## src/rtl/display_272p_pkg.sv

```systemverilog
// Shared timing defaults and types for the 480x272 RGB LCD timing generator.
package display_272p_pkg;

  localparam int CORDW = 10;
  typedef logic [CORDW-1:0] coord_t;

  localparam bit SYNC_ACTIVE_LOW  = 1'b0;
  localparam bit SYNC_ACTIVE_HIGH = 1'b1;

  localparam int DEF_H_RES  = 480;
  localparam int DEF_H_FP   = 2;
  localparam int DEF_H_SYNC = 41;
  localparam int DEF_H_BP   = 2;
  localparam int DEF_V_RES  = 272;
  localparam int DEF_V_FP   = 2;
  localparam int DEF_V_SYNC = 10;
  localparam int DEF_V_BP   = 2;

endpackage

```

## src/rtl/display_272p_axis.sv

```systemverilog
// One timing axis: wrapping position counter plus decode of active and sync windows
// taken from the counter's next value, so the caller can register them alongside it.
module display_axis
  import display_272p_pkg::*;
#(
  parameter int W    = 10,
  parameter int RES  = 480,
  parameter int FP   = 2,
  parameter int SYNC = 41,
  parameter int BP   = 2
) (
  input  logic         clk_pix,
  input  logic         rst_pix_n,
  input  logic         clr,
  input  logic         en,
  output logic [W-1:0] cnt,
  output logic         wrap,
  output logic         act_nxt,
  output logic         sync_nxt
);

  localparam logic [W-1:0] LAST    = W'(RES + FP + SYNC + BP - 1);
  localparam logic [W-1:0] RES_C   = W'(RES);
  localparam logic [W-1:0] SYNC_LO = W'(RES + FP);
  localparam logic [W-1:0] SYNC_HI = W'(RES + FP + SYNC);

  logic [W-1:0] cnt_nxt;

  always_comb begin
    wrap = en && (cnt == LAST);
    if (clr || wrap) begin
      cnt_nxt = '0;
    end else if (en) begin
      cnt_nxt = cnt + W'(1);
    end else begin
      cnt_nxt = cnt;
    end
    act_nxt  = (cnt_nxt < RES_C);
    sync_nxt = (cnt_nxt >= SYNC_LO) && (cnt_nxt < SYNC_HI);
  end

  always_ff @(posedge clk_pix) begin
    if (!rst_pix_n) begin
      cnt <= '0;
    end else begin
      cnt <= cnt_nxt;
    end
  end

endmodule

```

## src/rtl/display_272p.sv

```systemverilog
// Registered display timing for 480x272 panels; every output describes the same pixel (sx, sy).
// The first edge out of reset always loads pixel (0,0) with line and frame strobes.
module display_272p
  import display_272p_pkg::*;
#(
  parameter int CORDW  = display_272p_pkg::CORDW,
  parameter int H_RES  = DEF_H_RES,
  parameter int H_FP   = DEF_H_FP,
  parameter int H_SYNC = DEF_H_SYNC,
  parameter int H_BP   = DEF_H_BP,
  parameter int V_RES  = DEF_V_RES,
  parameter int V_FP   = DEF_V_FP,
  parameter int V_SYNC = DEF_V_SYNC,
  parameter int V_BP   = DEF_V_BP,
  parameter bit H_POL  = SYNC_ACTIVE_LOW,
  parameter bit V_POL  = SYNC_ACTIVE_LOW
) (
  input  logic             clk_pix,
  input  logic             rst_pix_n,
  output logic [CORDW-1:0] sx,
  output logic [CORDW-1:0] sy,
  output logic             hsync,
  output logic             vsync,
  output logic             de,
  output logic             line,
  output logic             frame
);

  localparam int H_TOTAL = H_RES + H_FP + H_SYNC + H_BP;
  localparam int V_TOTAL = V_RES + V_FP + V_SYNC + V_BP;

  if ((2**CORDW < H_TOTAL) || (2**CORDW < V_TOTAL)) begin : g_bad_cordw
    $error("display_272p: CORDW too narrow for H_TOTAL/V_TOTAL");
  end
  if (H_FP == 0 || H_SYNC == 0 || H_BP == 0 || V_FP == 0 || V_SYNC == 0 || V_BP == 0) begin : g_bad_timing
    $error("display_272p: porch and sync widths must be non-zero");
  end

  typedef enum logic {PRE_FRAME, RUN} state_t;
  state_t state;

  logic pre;
  logic h_wrap, h_act, h_sync;
  logic v_wrap, v_act, v_sync;

  assign pre = (state == PRE_FRAME);

  display_axis #(.W(CORDW), .RES(H_RES), .FP(H_FP), .SYNC(H_SYNC), .BP(H_BP)) u_h (
    .clk_pix(clk_pix), .rst_pix_n(rst_pix_n), .clr(pre), .en(!pre),
    .cnt(sx), .wrap(h_wrap), .act_nxt(h_act), .sync_nxt(h_sync)
  );

  // Vertical position only moves on the horizontal wrap, so vsync is line-aligned.
  display_axis #(.W(CORDW), .RES(V_RES), .FP(V_FP), .SYNC(V_SYNC), .BP(V_BP)) u_v (
    .clk_pix(clk_pix), .rst_pix_n(rst_pix_n), .clr(pre), .en(h_wrap),
    .cnt(sy), .wrap(v_wrap), .act_nxt(v_act), .sync_nxt(v_sync)
  );

  always_ff @(posedge clk_pix) begin
    if (!rst_pix_n) begin
      state <= PRE_FRAME;
      hsync <= !H_POL;
      vsync <= !V_POL;
      de    <= 1'b0;
      line  <= 1'b0;
      frame <= 1'b0;
    end else begin
      state <= RUN;
      hsync <= h_sync ? H_POL : !H_POL;
      vsync <= v_sync ? V_POL : !V_POL;
      de    <= h_act && v_act;
      line  <= pre || h_wrap;
      frame <= pre || v_wrap;
    end
  end

endmodule

```

## config.mk

```make
export PLATFORM = sky130hd
export DESIGN_NAME = display_272p
export DESIGN_NICKNAME = d
export VERILOG_FILES = /design/src/rtl/display_272p_pkg.sv /design/src/rtl/display_272p_axis.sv /design/src/rtl/display_272p.sv
export SDC_FILE = /design/constraint.sdc
export NUM_CORES = 1
export LEC_CHECK = 0
export ABC_AREA = 1
export BUFFER_PORTS_ARGS = -buffer_cell sky130_fd_sc_hd__buf_2
export CELL_PAD_IN_SITES_DETAIL_PLACEMENT = 2
export CELL_PAD_IN_SITES_GLOBAL_PLACEMENT = 2
export CORE_MARGIN = 8
export CORE_UTILIZATION = 30
export CTS_CLUSTER_SIZE = 10
export DETAILED_ROUTE_END_ITERATION = 12
export PLACE_DENSITY_LB_ADDON = 0.3
export SLEW_MARGIN = 40
export SYNTH_ARGS = -nofsm -noshare
export SYNTH_HDL_FRONTEND = slang
export SYNTH_SLANG_ARGS = --single-unit
export TNS_END_PERCENT = 30
```

## constraint.sdc

```tcl
create_clock -name clk_pix -period 2.3 [get_ports clk_pix]
set_clock_uncertainty 0.2 [all_clocks]
set_input_delay 0.345 -clock clk_pix [delete_from_list [all_inputs] [get_ports clk_pix]]
set_output_delay 0.345 -clock clk_pix [all_outputs]
set_load 0.03 [all_outputs]
```

==> flow_summary.ini <==
[worst_setup_path]
r2r_start = u_h.cnt[0]
cp-end-kind = register
cp.arrival_ns = 2.04
cp_cell_sequence = inv_1, ha_1, nand2_1, nor2_1, nand3_4, nand2_4, nand2_2, nand2_1, nor2_4, nor2_2, nand2_2, nor2_1, nor2_1
reg2reg_slack_ns = 0.23
cp_common_cell = nor2_1
cp_top_family = simple AND/OR/NAND/NOR gates
worstPathRequired_ns = 2.27
worstRegToRegCells = 13
crit_path_top_delay_cell = dfxtp_1
slowest_delay_ns = 0.37
crit_path_max_fanout = 11
timing.rr.end = de
setup.worst_path.class = register to register
startpoint_type = register
cp.buffers_inverters = 1

[floorplanning]
die_area_sq_mm = 0.007830
core_area_sq_mm = 0.005075
fp.dieW_um = 88.49
start_util_pct = 31.07
die_y_um = 88.49
rows = 26
boundaryPins = 27

[global_routing]
grt_pass1_wl_um = 8252
antenna_found_initial = 0
grt_max_degree = 15
grt_overflow = 0
grt_pass1_vias = 1704
grt_usage_pct = 13.50

[pwr]
powerDensity_mw_per_mm2 = 444.7
irDropWorstVdd_mv = 0.3131
p_leak_nw = 0.8932

[sta]
fin_crit_sh_pct = 90.04
setup_tns_ns = 0
setup_viol = 0
clock.fmax_ghz = 0.4829
drv_slew = 0
maxSlewHeadroom_pct = 70.22
hold_viol = 0
fin_crit_ns = 2.071
worstMarginPinSlew_ns = 0.4433
fin_ws_ns = 0.2291
rsz0062_at_grt = false

[job]
drv_cap = 0

[synthesis]
synth-seq-cells = 26
synth_area_sq_mm = 0.001577
ys_types = 29
synth_fa_ha_area_share_pct = 3.175
synth_compound_area_share_pct = 3.651
synth_nets = 241
synth-warning-count = 0
async_reset_ff_share_pct = 0
muxShareOfSynthArea_pct = 0
synth_edf_count = 0
syn_avg_cell_area_sq_um = 6.709
synthCells = 235
yosys.area.top_type = dfxtp_1
synth_top_area_share_pct = 33.02
synth-seq-area-share_pct = 33.02
synth-xor-area-share_pct = 3.889
ys.flop_type = dfxtp_1
synth_top_family_by_area = simple AND/OR/NAND/NOR gates
synth_simple_gate_area_share_pct = 46.75
synth.area.top_cells = dfxtp_1 33%, nand2_1 15%, nor2_1 9.0%, inv_1 7.1%, nand3_1 4.8%

[clocking]
clockBufferDepth = 2
cts_tree = built
h-tree-depth = 1
post_cts_resized = 0
post-cts-setup-buffer-count = 0
cts.sinks = 26
holdBufCountCts = 0
clk_latency_ns = 0.27
cts_buffers = 3
clk_pin_slew_ns = 0.10
cts-root-buf = clkbuf_8

[run_status]
status = completed

[layout]
n_fill_cell = 647
layout-drive-gt1-share_pct = 23.11
synthToLayoutAreaGrowth_pct = 16.83
mostFrequentLayoutCell = nand2_1
layout.nets = 271
layout.cells.most_common_list = 61 x nand2_1, 38 x nor2_1, 30 x inv_1, 26 x dfxtp_1, 26 x buf_2
num_antenna_cells = 0

[drt]
wire_per_inst_um = 14.74
drtIter0Drc = 39
dr.pass1.iters = 4
route.met3.wl_um = 116
wl_met2_um = 2250
top_layer = met4
postRouteAntennaNets = 0
route.detailed.drc = 0
drt-met1-wl_um = 2525
vias = 1552
viasPerCell = 4.647
wirelength_um = 4923

[min_path]
hold_end = state
hold_class = input pin to register
worstHoldStart = rst_pix_n
whs_path_depth = 1

[place]
dp_slack_ns = 0.2272
gp_congestion = 0.7772
place_hpwl_um = 3968
port_buffers = 26
[Yosys cell counts, types with 2 or more instances]
cell,n
nand3_2,3
inv_1,30
nor2_4,4
ha_1,4
o21ai_0,4
inv_2,5
a21oi_1,5
dfxtp_1,26
nor3_1,3
nand3_1,15
nor2_1,38
xor2_1,5
nor2_2,3
nand2_1,61
xnor2_1,2
nand2_2,9
nand4_1,6
[sequential cells by signal, indices dropped and copies added, names as in the netlist]
register	count
hsync	1
line	1
u_h.cnt	10
state	1
vsync	1
u_v.cnt	10
de	1
frame	1
[cell type report]
class                   instances  area [sq um]  share of cell area, %
multi-input cells             171         905.9                  49.18
flip-flops and latches         26         520.5                  28.26
repair buffers                 27         137.6                  7.473
inverters                      36         135.1                  7.337
well taps                      70         87.58                  4.755
clock buffers                   4         55.05                  2.989
[per-stage QoR]
stage          power (mW)  std cells  area (sq um)  hold WS, ns  util, %
5_1_grt            0.8517        334          1842      0.04757    36.29
3_3_place_gp       0.5197        330          1787       0.2660    35.21
2_1_floorplan      0.5059        235          1577       0.1727        -
6_report           0.8191        334          1842      0.05232    36.29
4_1_cts            0.8304        334          1842      0.04013    36.29
3_5_place_dp       0.5209        330          1787       0.2870    35.21
[power breakdown]
group | internal, mW | leakage (nW) | total [mW] | switching [mW]
Combinational | 0.0114 | 0.654 | 0.0486 | 0.0372
Clock | 0.153 | 0.0288 | 0.309 | 0.155
Sequential | 0.455 | 0.211 | 0.462 | 0.00649
Total | 0.620 | 0.893 | 0.819 | 0.199
[logic make-up after synthesis]
| logic type | after synthesis |
|---|---|
| and+or+nand+nor | 149 |
| buffers and inverters | 38 |
| DFF | 26 |
| AOI/OAI and AO/OA | 11 |
| xor gates and xnor gates | 7 |
| adders and majority gates | 4 |
[how the worst max path moves through the flow]
stage / startpoint / depth (start not counted) / to
floorplan: u_h.cnt[0] / 12 / vsync
global placement: u_h.cnt[1] / 12 / vsync
detailed placement: u_h.cnt[0] / 13 / de
CTS: u_h.cnt[0] / 13 / de
global route: u_h.cnt[0] / 13 / de
finish: u_h.cnt[0] / 13 / de
[routing by layer]
metal / GRT usage [%] / vias up
met5: 0 / -
met4: 2.304 / 0
met3: 1.857 / 2
met2: 22.61 / 18
met1: 18.00 / 754
li1: - / 778
Note: power is estimated with default switching activity, not from simulation.
